==> src/rtl/pipe_ctrl_if.sv <==
// Purpose: bundles the ID/EX hazard inputs and the pipeline-control outputs of pipe_ctrl.
// Ports: slave = controller side (hazard/interrupt inputs in, stall/flush/PC controls out);
//        master = pipeline side (the mirror image).
interface pipe_ctrl_if;
  // hazard / interrupt inputs to the controller
  logic [4:0]  IdRs;
  logic [4:0]  IdRt;
  logic [31:0] IdPC;
  logic        IdValid;
  logic        IdEret;
  logic [4:0]  ExRd;
  logic        ExMemRead;
  logic        ExRFWr;
  logic        BranchTaken;
  logic [31:0] BranchTarget;
  logic        IntReq;
  logic        IE;
  // pipeline control outputs from the controller
  logic        PCWrite;
  logic        IfIdWrite;
  logic        IfIdClear;
  logic        IdExClear;
  logic [1:0]  PCSrcOv;
  logic [31:0] EPC;
  logic        IntAck;
  logic        InService;

  modport master (
    output IdRs, IdRt, IdPC, IdValid, IdEret, ExRd, ExMemRead, ExRFWr,
           BranchTaken, BranchTarget, IntReq, IE,
    input  PCWrite, IfIdWrite, IfIdClear, IdExClear, PCSrcOv, EPC, IntAck, InService
  );

  modport slave (
    input  IdRs, IdRt, IdPC, IdValid, IdEret, ExRd, ExMemRead, ExRFWr,
           BranchTaken, BranchTarget, IntReq, IE,
    output PCWrite, IfIdWrite, IfIdClear, IdExClear, PCSrcOv, EPC, IntAck, InService
  );
endinterface

==> src/rtl/pipe_ctrl.sv <==
// Purpose: pipeline hazard + interrupt controller (load-use stall, branch flush, IRQ entry/ERET exit).
// Latency: stall/flush/ack outputs are combinational in the same cycle; FLUSH and RETURN last 1 cycle.
// Backpressure: a load-use hazard freezes PC and IF/ID and bubbles ID/EX; interrupts wait for IE && IdValid.
// Ports: clk, rst (async active-low), bus (pipe_ctrl_if.slave) carrying all hazard inputs and control outputs.
module pipe_ctrl (
  input  logic        clk,
  input  logic        rst,
  pipe_ctrl_if.slave  bus
);

  localparam logic [1:0] ST_IDLE    = 2'd0;
  localparam logic [1:0] ST_FLUSH   = 2'd1;
  localparam logic [1:0] ST_SERVICE = 2'd2;
  localparam logic [1:0] ST_RETURN  = 2'd3;

  logic [1:0]  state_q, state_d;
  logic [31:0] epc_q, epc_d;
  logic        pending_q, pending_d;

  logic        lu;
  logic        accept;

  logic        pc_write;
  logic        ifid_write;
  logic        ifid_clear;
  logic        idex_clear;
  logic [1:0]  pc_src_ov;
  logic        int_ack;

  // Load-use: EX is a load writing a non-zero register that ID reads.
  assign lu = bus.ExMemRead && bus.ExRFWr && (bus.ExRd != 5'd0) &&
              ((bus.ExRd == bus.IdRs) || (bus.ExRd == bus.IdRt));

  // Gated with rst so that nothing but the defaults leave the block during reset.
  assign accept = rst && (state_q == ST_IDLE) && (bus.IntReq || pending_q) &&
                  bus.IE && bus.IdValid;

  always_comb begin
    pc_write   = 1'b1;
    ifid_write = 1'b1;
    ifid_clear = 1'b0;
    idex_clear = 1'b0;
    pc_src_ov  = 2'b00;
    int_ack    = 1'b0;
    state_d    = state_q;
    epc_d      = epc_q;
    pending_d  = pending_q;

    if (rst) begin
      case (state_q)
        ST_IDLE: begin
          if (accept) begin
            // ID instruction is squashed (EPC re-executes it); LU is irrelevant.
            // A branch resolving this cycle still flushes IF/ID, and its target becomes EPC.
            int_ack    = 1'b1;
            idex_clear = 1'b1;
            ifid_clear = bus.BranchTaken;
            epc_d      = bus.BranchTaken ? bus.BranchTarget : bus.IdPC;
            pending_d  = 1'b0;
            state_d    = ST_FLUSH;
          end else if (bus.BranchTaken) begin
            ifid_clear = 1'b1;
            idex_clear = 1'b1;
          end else if (lu) begin
            pc_write   = 1'b0;
            ifid_write = 1'b0;
            idex_clear = 1'b1;
          end
        end

        ST_FLUSH: begin
          pc_src_ov  = 2'b01;
          ifid_clear = 1'b1;
          idex_clear = 1'b1;
          state_d    = ST_SERVICE;
        end

        ST_SERVICE: begin
          // No nesting: a new request is only remembered for after ERET.
          if (bus.IntReq) begin
            pending_d = 1'b1;
          end
          if (bus.BranchTaken) begin
            // Branch wins over an ERET sitting in ID; the ERET gets flushed.
            ifid_clear = 1'b1;
            idex_clear = 1'b1;
          end else if (lu) begin
            pc_write   = 1'b0;
            ifid_write = 1'b0;
            idex_clear = 1'b1;
          end else if (bus.IdEret && bus.IdValid) begin
            state_d = ST_RETURN;
          end
        end

        default: begin // ST_RETURN
          pc_src_ov  = 2'b10;
          ifid_clear = 1'b1;
          idex_clear = 1'b1;
          state_d    = ST_IDLE;
        end
      endcase
    end
  end

  always_ff @(posedge clk or negedge rst) begin
    if (!rst) begin
      state_q   <= ST_IDLE;
      epc_q     <= 32'd0;
      pending_q <= 1'b0;
    end else begin
      state_q   <= state_d;
      epc_q     <= epc_d;
      pending_q <= pending_d;
    end
  end

  assign bus.PCWrite   = pc_write;
  assign bus.IfIdWrite = ifid_write;
  assign bus.IfIdClear = ifid_clear;
  assign bus.IdExClear = idex_clear;
  assign bus.PCSrcOv   = pc_src_ov;
  assign bus.EPC       = epc_q;
  assign bus.IntAck    = int_ack;
  assign bus.InService = (state_q == ST_SERVICE);

endmodule

==> src/flat_wrapper.sv <==
// flat-port wrapper written by rule: the top's interface ports become plain ports
module pipe_ctrl_flat 
  (clk, rst, bus_IdRs, bus_IdRt, bus_IdPC, bus_IdValid, bus_IdEret, bus_ExRd, bus_ExMemRead, bus_ExRFWr, bus_BranchTaken, bus_BranchTarget, bus_IntReq, bus_IE, bus_PCWrite, bus_IfIdWrite, bus_IfIdClear, bus_IdExClear, bus_PCSrcOv, bus_EPC, bus_IntAck, bus_InService);
  pipe_ctrl_if bus_i ();
  input  logic clk;
  input  logic rst;
  input wire logic [$bits(bus_i.IdRs)-1:0] bus_IdRs;
  input wire logic [$bits(bus_i.IdRt)-1:0] bus_IdRt;
  input wire logic [$bits(bus_i.IdPC)-1:0] bus_IdPC;
  input wire logic [$bits(bus_i.IdValid)-1:0] bus_IdValid;
  input wire logic [$bits(bus_i.IdEret)-1:0] bus_IdEret;
  input wire logic [$bits(bus_i.ExRd)-1:0] bus_ExRd;
  input wire logic [$bits(bus_i.ExMemRead)-1:0] bus_ExMemRead;
  input wire logic [$bits(bus_i.ExRFWr)-1:0] bus_ExRFWr;
  input wire logic [$bits(bus_i.BranchTaken)-1:0] bus_BranchTaken;
  input wire logic [$bits(bus_i.BranchTarget)-1:0] bus_BranchTarget;
  input wire logic [$bits(bus_i.IntReq)-1:0] bus_IntReq;
  input wire logic [$bits(bus_i.IE)-1:0] bus_IE;
  output wire logic [$bits(bus_i.PCWrite)-1:0] bus_PCWrite;
  output wire logic [$bits(bus_i.IfIdWrite)-1:0] bus_IfIdWrite;
  output wire logic [$bits(bus_i.IfIdClear)-1:0] bus_IfIdClear;
  output wire logic [$bits(bus_i.IdExClear)-1:0] bus_IdExClear;
  output wire logic [$bits(bus_i.PCSrcOv)-1:0] bus_PCSrcOv;
  output wire logic [$bits(bus_i.EPC)-1:0] bus_EPC;
  output wire logic [$bits(bus_i.IntAck)-1:0] bus_IntAck;
  output wire logic [$bits(bus_i.InService)-1:0] bus_InService;
  assign bus_i.IdRs = bus_IdRs;
  assign bus_i.IdRt = bus_IdRt;
  assign bus_i.IdPC = bus_IdPC;
  assign bus_i.IdValid = bus_IdValid;
  assign bus_i.IdEret = bus_IdEret;
  assign bus_i.ExRd = bus_ExRd;
  assign bus_i.ExMemRead = bus_ExMemRead;
  assign bus_i.ExRFWr = bus_ExRFWr;
  assign bus_i.BranchTaken = bus_BranchTaken;
  assign bus_i.BranchTarget = bus_BranchTarget;
  assign bus_i.IntReq = bus_IntReq;
  assign bus_i.IE = bus_IE;
  assign bus_PCWrite = bus_i.PCWrite;
  assign bus_IfIdWrite = bus_i.IfIdWrite;
  assign bus_IfIdClear = bus_i.IfIdClear;
  assign bus_IdExClear = bus_i.IdExClear;
  assign bus_PCSrcOv = bus_i.PCSrcOv;
  assign bus_EPC = bus_i.EPC;
  assign bus_IntAck = bus_i.IntAck;
  assign bus_InService = bus_i.InService;
  pipe_ctrl u_core (.clk(clk), .rst(rst), .bus(bus_i));
endmodule
==> config.mk <==
export PLATFORM = sky130hd
export DESIGN_NAME = pipe_ctrl_flat
export DESIGN_NICKNAME = d
export VERILOG_FILES = /design/src/rtl/pipe_ctrl_if.sv /design/src/rtl/pipe_ctrl.sv /design/src/flat_wrapper.sv
export SDC_FILE = /design/constraint.sdc
export NUM_CORES = 1
export LEC_CHECK = 0
export ABC_AREA = 1
export CAP_MARGIN = 20
export CORE_UTILIZATION = 27
export CTS_CLUSTER_SIZE = 8
export DETAILED_ROUTE_END_ITERATION = 16
export GPL_TIMING_DRIVEN = 0
export SYNTH_ARGS = -nofsm -noshare
export SYNTH_HDL_FRONTEND = slang
export SYNTH_SLANG_ARGS = --single-unit
==> constraint.sdc <==
create_clock -name clk -period 5.48 [get_ports clk]
set_input_delay 1.644 -clock clk [delete_from_list [all_inputs] [get_ports clk]]
set_output_delay 1.644 -clock clk [all_outputs]
set_load 0.005 [all_outputs]
Word level (Yosys, flattened, before mapping) --
Index checks and enable logic that the tools add are counted.
Word-level totals: bits in registers 35, word-level logic and storage cells 57
Operators by class: equal/unequal tests 9, muxes and demuxes 28, reductions and logical operators 17
Operator list (number):
- 32-bit 2-to-1 mux | 1
- 1-bit 2-to-1 mux | 16
- 5-bit == test | 2
- 2-bit 2-to-1 mux | 5
- 1-bit logical AND | 8
- 1-bit one-hot mux with 2 select lines | 4
- 2-bit inequality test, second input constant | 3
- 2-bit one-hot mux with 3 select lines | 1
- 5-bit AND reduction | 1
- 5-bit nonzero test | 1
- 2-bit by 1-bit inequality test with 1-bit output, second input constant | 2
- 2-bit one-hot mux with 2 select lines | 1
- 4-bit AND reduction | 1
- 3-bit AND reduction | 1
- 2-bit by 1-bit == test with 1-bit output, second input constant | 1
- 2-bit == test, second input constant | 1
- 2-bit logical NOT | 1
- 1-bit logical OR | 2
- 2-bit nonzero test | 1
- 2-bit OR reduction | 1

Depth between registers and ports, before layout --
Gate-level depths: netlist of run 1.
depth after elaboration 8, depth in mapped cells 12, gate-level depth less buffers 12

Least setup slack after synthesis of run 1 --
Ideal clock, no wire load.
path type input -> output, start point input port rst, end point output port bus_PCWrite, data arrival time 2444 ps, setup slack 1392 ps, cell stages on the path 8, buffers on the path 2, cells stage by stage nand2_1 -> nor2_1 -> o21ai_2 -> buf_6 -> inv_2 -> nor3_2 -> nand4_1 -> buf_4
On the way: word-level cells in the longest chain between the ends 7
RTL lines:
- start: declaration | line flat_wrapper.sv:6 | input logic rst;
- 1-bit logical AND (3 in a row) | line pipe_ctrl.sv:35 | assign accept = rst && (state_q == ST_IDLE) && (bus.IntReq || pending_q) &&
- 1-bit logical AND | line pipe_ctrl.sv:36 | bus.IE && bus.IdValid;
- 1-bit 2-to-1 mux
- 1-bit one-hot mux with 2 select lines
- 1-bit 2-to-1 mux (*)
- end: declaration | line flat_wrapper.sv:19 | output wire logic [$bits(bus_i.PCWrite)-1:0] bus_PCWrite;
Mark *: on every way between the ends. The rest lies on a longest branch, timed or not.

Worst setup path after layout of run 1 --
start point input port bus_IntReq, end point output port bus_PCWrite
On the way: word-level cells in the longest chain between the ends 7
RTL lines:
- start: declaration | line flat_wrapper.sv:17 | input wire logic [$bits(bus_i.IntReq)-1:0] bus_IntReq;
- 1-bit logical OR | line pipe_ctrl.sv:35
- 1-bit logical AND (2 in a row) | line pipe_ctrl.sv:35
- 1-bit logical AND | line pipe_ctrl.sv:36
- 1-bit 2-to-1 mux | line pipe_ctrl.sv:52 | if (accept) begin
- 1-bit one-hot mux with 2 select lines | line pipe_ctrl.sv:50 | case (state_q)
- 1-bit 2-to-1 mux | line pipe_ctrl.sv:49 | if (rst) begin
No other way between the ends.

==> reports/results.ini, run 1 <==
[clock_tree]
cts_hold_buf=0
cts.sink_count=35
clock_latency_ns=0.28
cts_buffers=5
post_cts.repair.setup_buffers=0
cts_buffer_depth=2
cts_resized=0
clkSlewWorstSetupHoldPaths_ns=0.07
cts_tree=yes
cts.htree.levels=2
clockRootBuffer=clkbuf_8

[setup_path]
reg2reg_slack_ns=3.85
crit_path_end_kind=primary output
crit_top_cell=clkdlybuf4s50_1
crit_required_ns=3.84
rr_startpoint=u_core.state_q[0]$_DFFE_PN0P_
critPathLaunchType=primary input
cp.buffers_inverters=5
crit_family=buffers and inverters
reg2reg_to=u_core.bus.EPC[30]$_DFFE_PN0P_
slowest_delay_ns=0.44
worst-path-stages=8
slowest_stage=clkdlybuf4s50_1
critPathMaxFanout=10
critical_path_arrival_ns=3.41
crit_path_cell_trace=clkdlybuf4s50_1 > o21ai_2 > buf_6 > inv_2 > nor3_2 > nand4_1 > buf_4 > clkdlybuf4s50_1
rr_worst_depth=7
crit_type=primary input to primary output

[place]
gp_congestion=0.764
hpwl_microns=4950
portBuffers=126
placed_cell_area_sq_mm=0.00352

[synthesis]
ys_types=21
syn_inst=300
synth_area_sq_mm=0.00212
ys_ff_latch=35
synth.area.top_cells=dfrtp_1 41%, nand2_1 17%, o21ai_0 9.4%
yosysTopAreaCellShare_pct=41.3
synth_top_cell_by_area=dfrtp_1
syn_avg_cell_area_sq_um=7.07
ys_seq_area_share_pct=41.3
ys_warn_count=0
syn-num-nets=392

[timing]
period_share_pct=92.3
slew_viol_final=0
finalHoldViolCount=0
rsz0062_at_grt=no
slew_headroom_pct=69.2
finalClockSkew_ns=0.00497
fmax_mhz=198
finalSetupViolations=0
fin_crit_ns=5.06
worst_pin_slew_ns=0.461
setup_tns_ns=0

[grt]
grt_pass1_vias=2133
grt_usage_pct=16.0
grt_pass1_wl_microns=10500
grt_max_degree=25
antenna_found_initial=0
overflow=0

[power]
finalPower_mw=1.22
max-vdd-ir-drop_uv=137
cellPowerDensity_mw_per_mm2=340
power.leakage_nw=1.76

[floorplan]
die_h_microns=90.6
fp.dieW_microns=90.6
io_pins=128
core_sq_mm=0.00741
dieArea_sq_mm=0.00821
num_rows=31
initial_core_util_pct=28.6

[worst_hold_path]
worst_hold_path_type=flip-flop to flip-flop
worst_hold_startpoint=u_core.bus.EPC[8]$_DFFE_PN0P_
hold_end=u_core.bus.EPC[8]$_DFFE_PN0P_
holdPathStages=2

[detailed_routing]
wl_per_cell_microns=11.8
first_pass_iters=4
drc=0
drtIter0Drc=55
wl_microns=6310
viasPerCell=4.22
vias=2253
drtAntennaViolNets=0

[layout]
layout_commonest_cell=clkdlybuf4s50_1
num-nets-final=526
antenna_cells=0
syn2layout_area_growth_pct=70.1
layout_common_cells=125 x clkdlybuf4s50_1, 97 x nand2_1, 49 x inv_1
drive_above_1_share_pct=8.51
postLayoutCellArea_sq_mm=0.00360
num-fill-cells=754

[outcome]
outcome=finished, final reports clean

[flow_run]
cap_viol_max_count=0

tightest hold or removal path: stages, from the launching register on:
cell	delay, ns
dfrtp_1	0.35
nand2_1	0.06
o21ai_2	0.05
through the flow:
step	hold slack, ns	setup slack, ns	instances	utilization [%]
floorplan	0.476	1.39	300	-
detailed placement	0.468	0.411	526	47.5
CTS	0.487	0.411	534	48.7
global placement	0.465	-1.08	525	47.3
global route	0.513	0.246	534	48.7
finish	0.485	0.424	534	48.7
Yosys cell counts, drive strengths merged:
library cell	number
a21oi	2
and3b	1
nand4	1
nand3	5
o21ai	67
nand2	102
inv	52
clkbuf	4
nor3	2
xnor2	2
buf	11
dfrtp	35
nor2	12
ha	4
how the worst max path moves through the flow:
stage,from,to,slack [ns]
after floorplan,rst,bus_PCWrite,1.39
after global placement,rst,bus_PCWrite,-1.08
after detailed placement,bus_IntReq,bus_PCWrite,0.41
after CTS,bus_IntReq,bus_PCWrite,0.41
after global routing,bus_IntReq,bus_PCWrite,0.25
final,bus_IntReq,bus_PCWrite,0.42
cell type report:
class | instances | area (sq um) | area share (%)
plain buffers | 15 | 110 | 3.05
clock buffers | 6 | 72.6 | 2.01
clock inverters | 2 | 12.5 | 0.347
inverters | 52 | 195 | 5.41
multi-input cells | 198 | 938 | 26.0
flip-flops and latches | 35 | 876 | 24.3
well taps | 99 | 124 | 3.44
repair buffers | 127 | 1280 | 35.4
flip-flops by register name (all words and copies together), names as in the netlist:
name / cells
u_core.bus.EPC: 32
u_core.state_q: 2
u_core.pending_q: 1
kinds of logic after synthesis:
kind of cell	count (synthesis)	share of synthesized area (%)
AND/OR/NAND/NOR	123	23.4
AO/OA/AOI/OAI	69	17.7
buffers and inverters	67	14.4
flip-flops	35	41.3
adder cells (fa/ha/maj)	4	2.36
XOR/XNOR	2	0.827
metal layers:
metal	share of wire [%]	wire (microns)	track usage, %
met1	45	2860	20.7
met2	47	2980	25.9
met3	5.3	337	3.79
met4	2.1	133	5.65
met5	0	0	0
where the power goes:
group	total, mW	internal [mW]	leakage, nW	switching, mW
clock	0.183	0.0888	0.0412	0.0944
combinational	0.588	0.368	1.28	0.220
sequential	0.453	0.384	0.438	0.0689
total	1.22	0.841	1.76	0.383
Note: power is estimated with default switching activity, not from simulation.
==> run 2: changes to the inputs <==
--- a/config.mk
+++ b/config.mk
@@ -6,11 +6,12 @@
 export NUM_CORES = 1
 export LEC_CHECK = 0
 export ABC_AREA = 1
-export CAP_MARGIN = 20
+export CAP_MARGIN = 25
 export CORE_UTILIZATION = 27
 export CTS_CLUSTER_SIZE = 8
 export DETAILED_ROUTE_END_ITERATION = 16
 export GPL_TIMING_DRIVEN = 0
+export SLEW_MARGIN = 40
 export SYNTH_ARGS = -nofsm -noshare
 export SYNTH_HDL_FRONTEND = slang
 export SYNTH_SLANG_ARGS = --single-unit
==> run 2 against run 1 <==
  * Design area down 0.49%
  * Maximum frequency shrank 0.31%
  * Critical path depth unchanged
  * Die area unchanged
  * Largest cell class unchanged
==> reports/results.ini, run 2 (synthesis gave the netlist of run 1 again) <==
[clock_tree]
cts.htree.levels=2
post_cts.repair.setup_buffers=0
cts_buffers=5
clockRootBuffer=clkbuf_8
cts_resized=0
cts_buffer_depth=2
cts.sink_count=35
clkSlewWorstSetupHoldPaths_ns=0.07
cts_hold_buf=0
cts_tree=yes
clock_latency_ns=0.28

[worst_hold_path]
worst_hold_path_type=flip-flop to flip-flop
worst_hold_startpoint=u_core.bus.EPC[22]$_DFFE_PN0P_

[layout]
finalNonFillerCells=533
layout_common_cells=125 x clkdlybuf4s50_1, 97 x nand2_1, 49 x inv_1
syn2layout_area_growth_pct=69.2
layout_commonest_cell=clkdlybuf4s50_1
largest_reg_flops=32
postLayoutCellArea_sq_mm=0.00359
drive_above_1_share_pct=8.29
num-nets-final=525
antenna_cells=0

[detailed_routing]
drtAntennaViolNets=0
drc=0
wl_microns=6280
viasPerCell=4.19
drtIter0Drc=61
vias=2233
first_pass_iters=6
wl_per_cell_microns=11.8

[timing]
slew_headroom_pct=66.4
slew_viol_final=0
fmax_mhz=197
worst_pin_slew_ns=0.504
finalSetupViolations=0
finalHoldViolCount=0
fin_crit_ns=5.07
period_share_pct=92.5
rsz0062_at_grt=no
finalClockSkew_ns=0.00291

[power]
combPwrFrac_pct=47.8
switching_share_pct=31.3
max-vdd-ir-drop_uv=126
power.leakage_nw=1.75
internal_power_mw=0.840
p_sw_mw=0.383
cellPowerDensity_mw_per_mm2=341
seqPwrFrac_pct=37.1
clkPwrFrac_pct=15.1

[flow_run]
cap_viol_max_count=0

[setup_path]
crit_path_end_kind=primary output
critPathLaunchType=primary input
crit_top_cell=clkdlybuf4s50_1
setup.worst_path.start=bus_IntReq
slowest_delay_ns=0.45
critPathMaxFanout=10
rr_startpoint=u_core.state_q[0]$_DFFE_PN0P_
slowest_stage=clkdlybuf4s50_1
crit_required_ns=3.84
crit_type=primary input to primary output
crit_path_cell_trace=clkdlybuf4s50_1 > o21ai_2 > buf_6 > inv_2 > nor3_2 > nand4_1 > buf_4 > clkdlybuf4s50_1
cp.buffers_inverters=5
crit_family=buffers and inverters
critical_path_arrival_ns=3.43

[floorplan]
io_pins=128
fp.dieW_microns=90.6
core_sq_mm=0.00741
dieArea_sq_mm=0.00821
die_h_microns=90.6
initial_core_util_pct=28.6
num_rows=31

[grt]
grt_pass1_vias=2117
grt_usage_pct=15.7
antenna_found_initial=0
overflow=0
grt_max_degree=41
grt_pass1_wl_microns=10300

[place]
dp_cells=525
gp_congestion=0.764
hpwl_microns=4850
placed_cell_area_sq_mm=0.00350
portBuffers=126

[outcome]
outcome=finished, final reports clean

run 2: path summary, 6_finish.rpt:
path | end | slack [ns] | depth (start not counted)
setup / recovery | bus_PCWrite | 0.41 | 8
hold / removal | u_core.bus.EPC[22]$_DFFE_PN0P_ | 0.48 | 2
setup reg to reg | u_core.bus.EPC[30]$_DFFE_PN0P_ | 3.86 | 7
hold reg to reg | u_core.bus.EPC[22]$_DFFE_PN0P_ | 0.48 | 2
max in group asynchronous | u_core.bus.EPC[23]$_DFFE_PN0P_ | 3.80 | 1
min in group asynchronous | u_core.bus.EPC[15]$_DFFE_PN0P_ | 1.32 | 1
run 2: per-stage QoR:
step	util, %	power [mW]	setup WS, ns	hold WS (ns)	setup TNS (ns)
after detailed placement	47.3	1.05	0.390	0.468	0
after floorplan	-	0.674	1.39	0.476	0
after global routing	48.4	1.33	0.169	0.513	0
after global placement	47.3	1.04	-1.08	0.465	-5.22
after CTS	48.4	1.24	0.388	0.487	0
final	48.4	1.22	0.408	0.481	0
run 2: layout make-up:
type,instances,area (sq um)
repair buffers,126,1260
clock inverters,2,12.5
fillers,772,3820
plain buffers,15,110
multi-input cells,198,938
clock buffers,6,72.6
flip-flops and latches,35,876
inverters,52,195
well taps,99,124
run 2: routing by layer:
metal  track usage, %  routed length [microns]  vias up
li1                 -                        -     1186
met1             21.0                     2820      975
met2             25.3                     3010       63
met3             3.62                      354        9
met4             4.30                       91        0
met5                0                        0        -
run 2: power by group through the flow:
stage / sequential (mW) / clock [mW] / combinational (mW)
2_1_floorplan: 0.466 / 0 / 0.208
3_5_place_dp: 0.458 / 0 / 0.594
5_1_grt: 0.473 / 0.206 / 0.648
4_1_cts: 0.454 / 0.192 / 0.596
6_report: 0.454 / 0.184 / 0.584
3_3_place_gp: 0.454 / 0 / 0.589
run 2: worst register-to-register path, stage by stage (launching register included):
cell and delay, ns:
dfrtp_1 0.40, inv_1 0.08, ha_1 0.25, nand2_1 0.07
nor2_1 0.06, o21ai_2 0.09, clkbuf_1 0.39, o21ai_0 0.15
==> run 3: changes to the inputs <==
--- a/config.mk
+++ b/config.mk
@@ -6,7 +6,6 @@
 export NUM_CORES = 1
 export LEC_CHECK = 0
 export ABC_AREA = 1
-export CAP_MARGIN = 25
 export CORE_UTILIZATION = 27
 export CTS_CLUSTER_SIZE = 8
 export DETAILED_ROUTE_END_ITERATION = 16
==> results of run 3 <==
Final layout, timing and power as in run 2 (identical DEF).
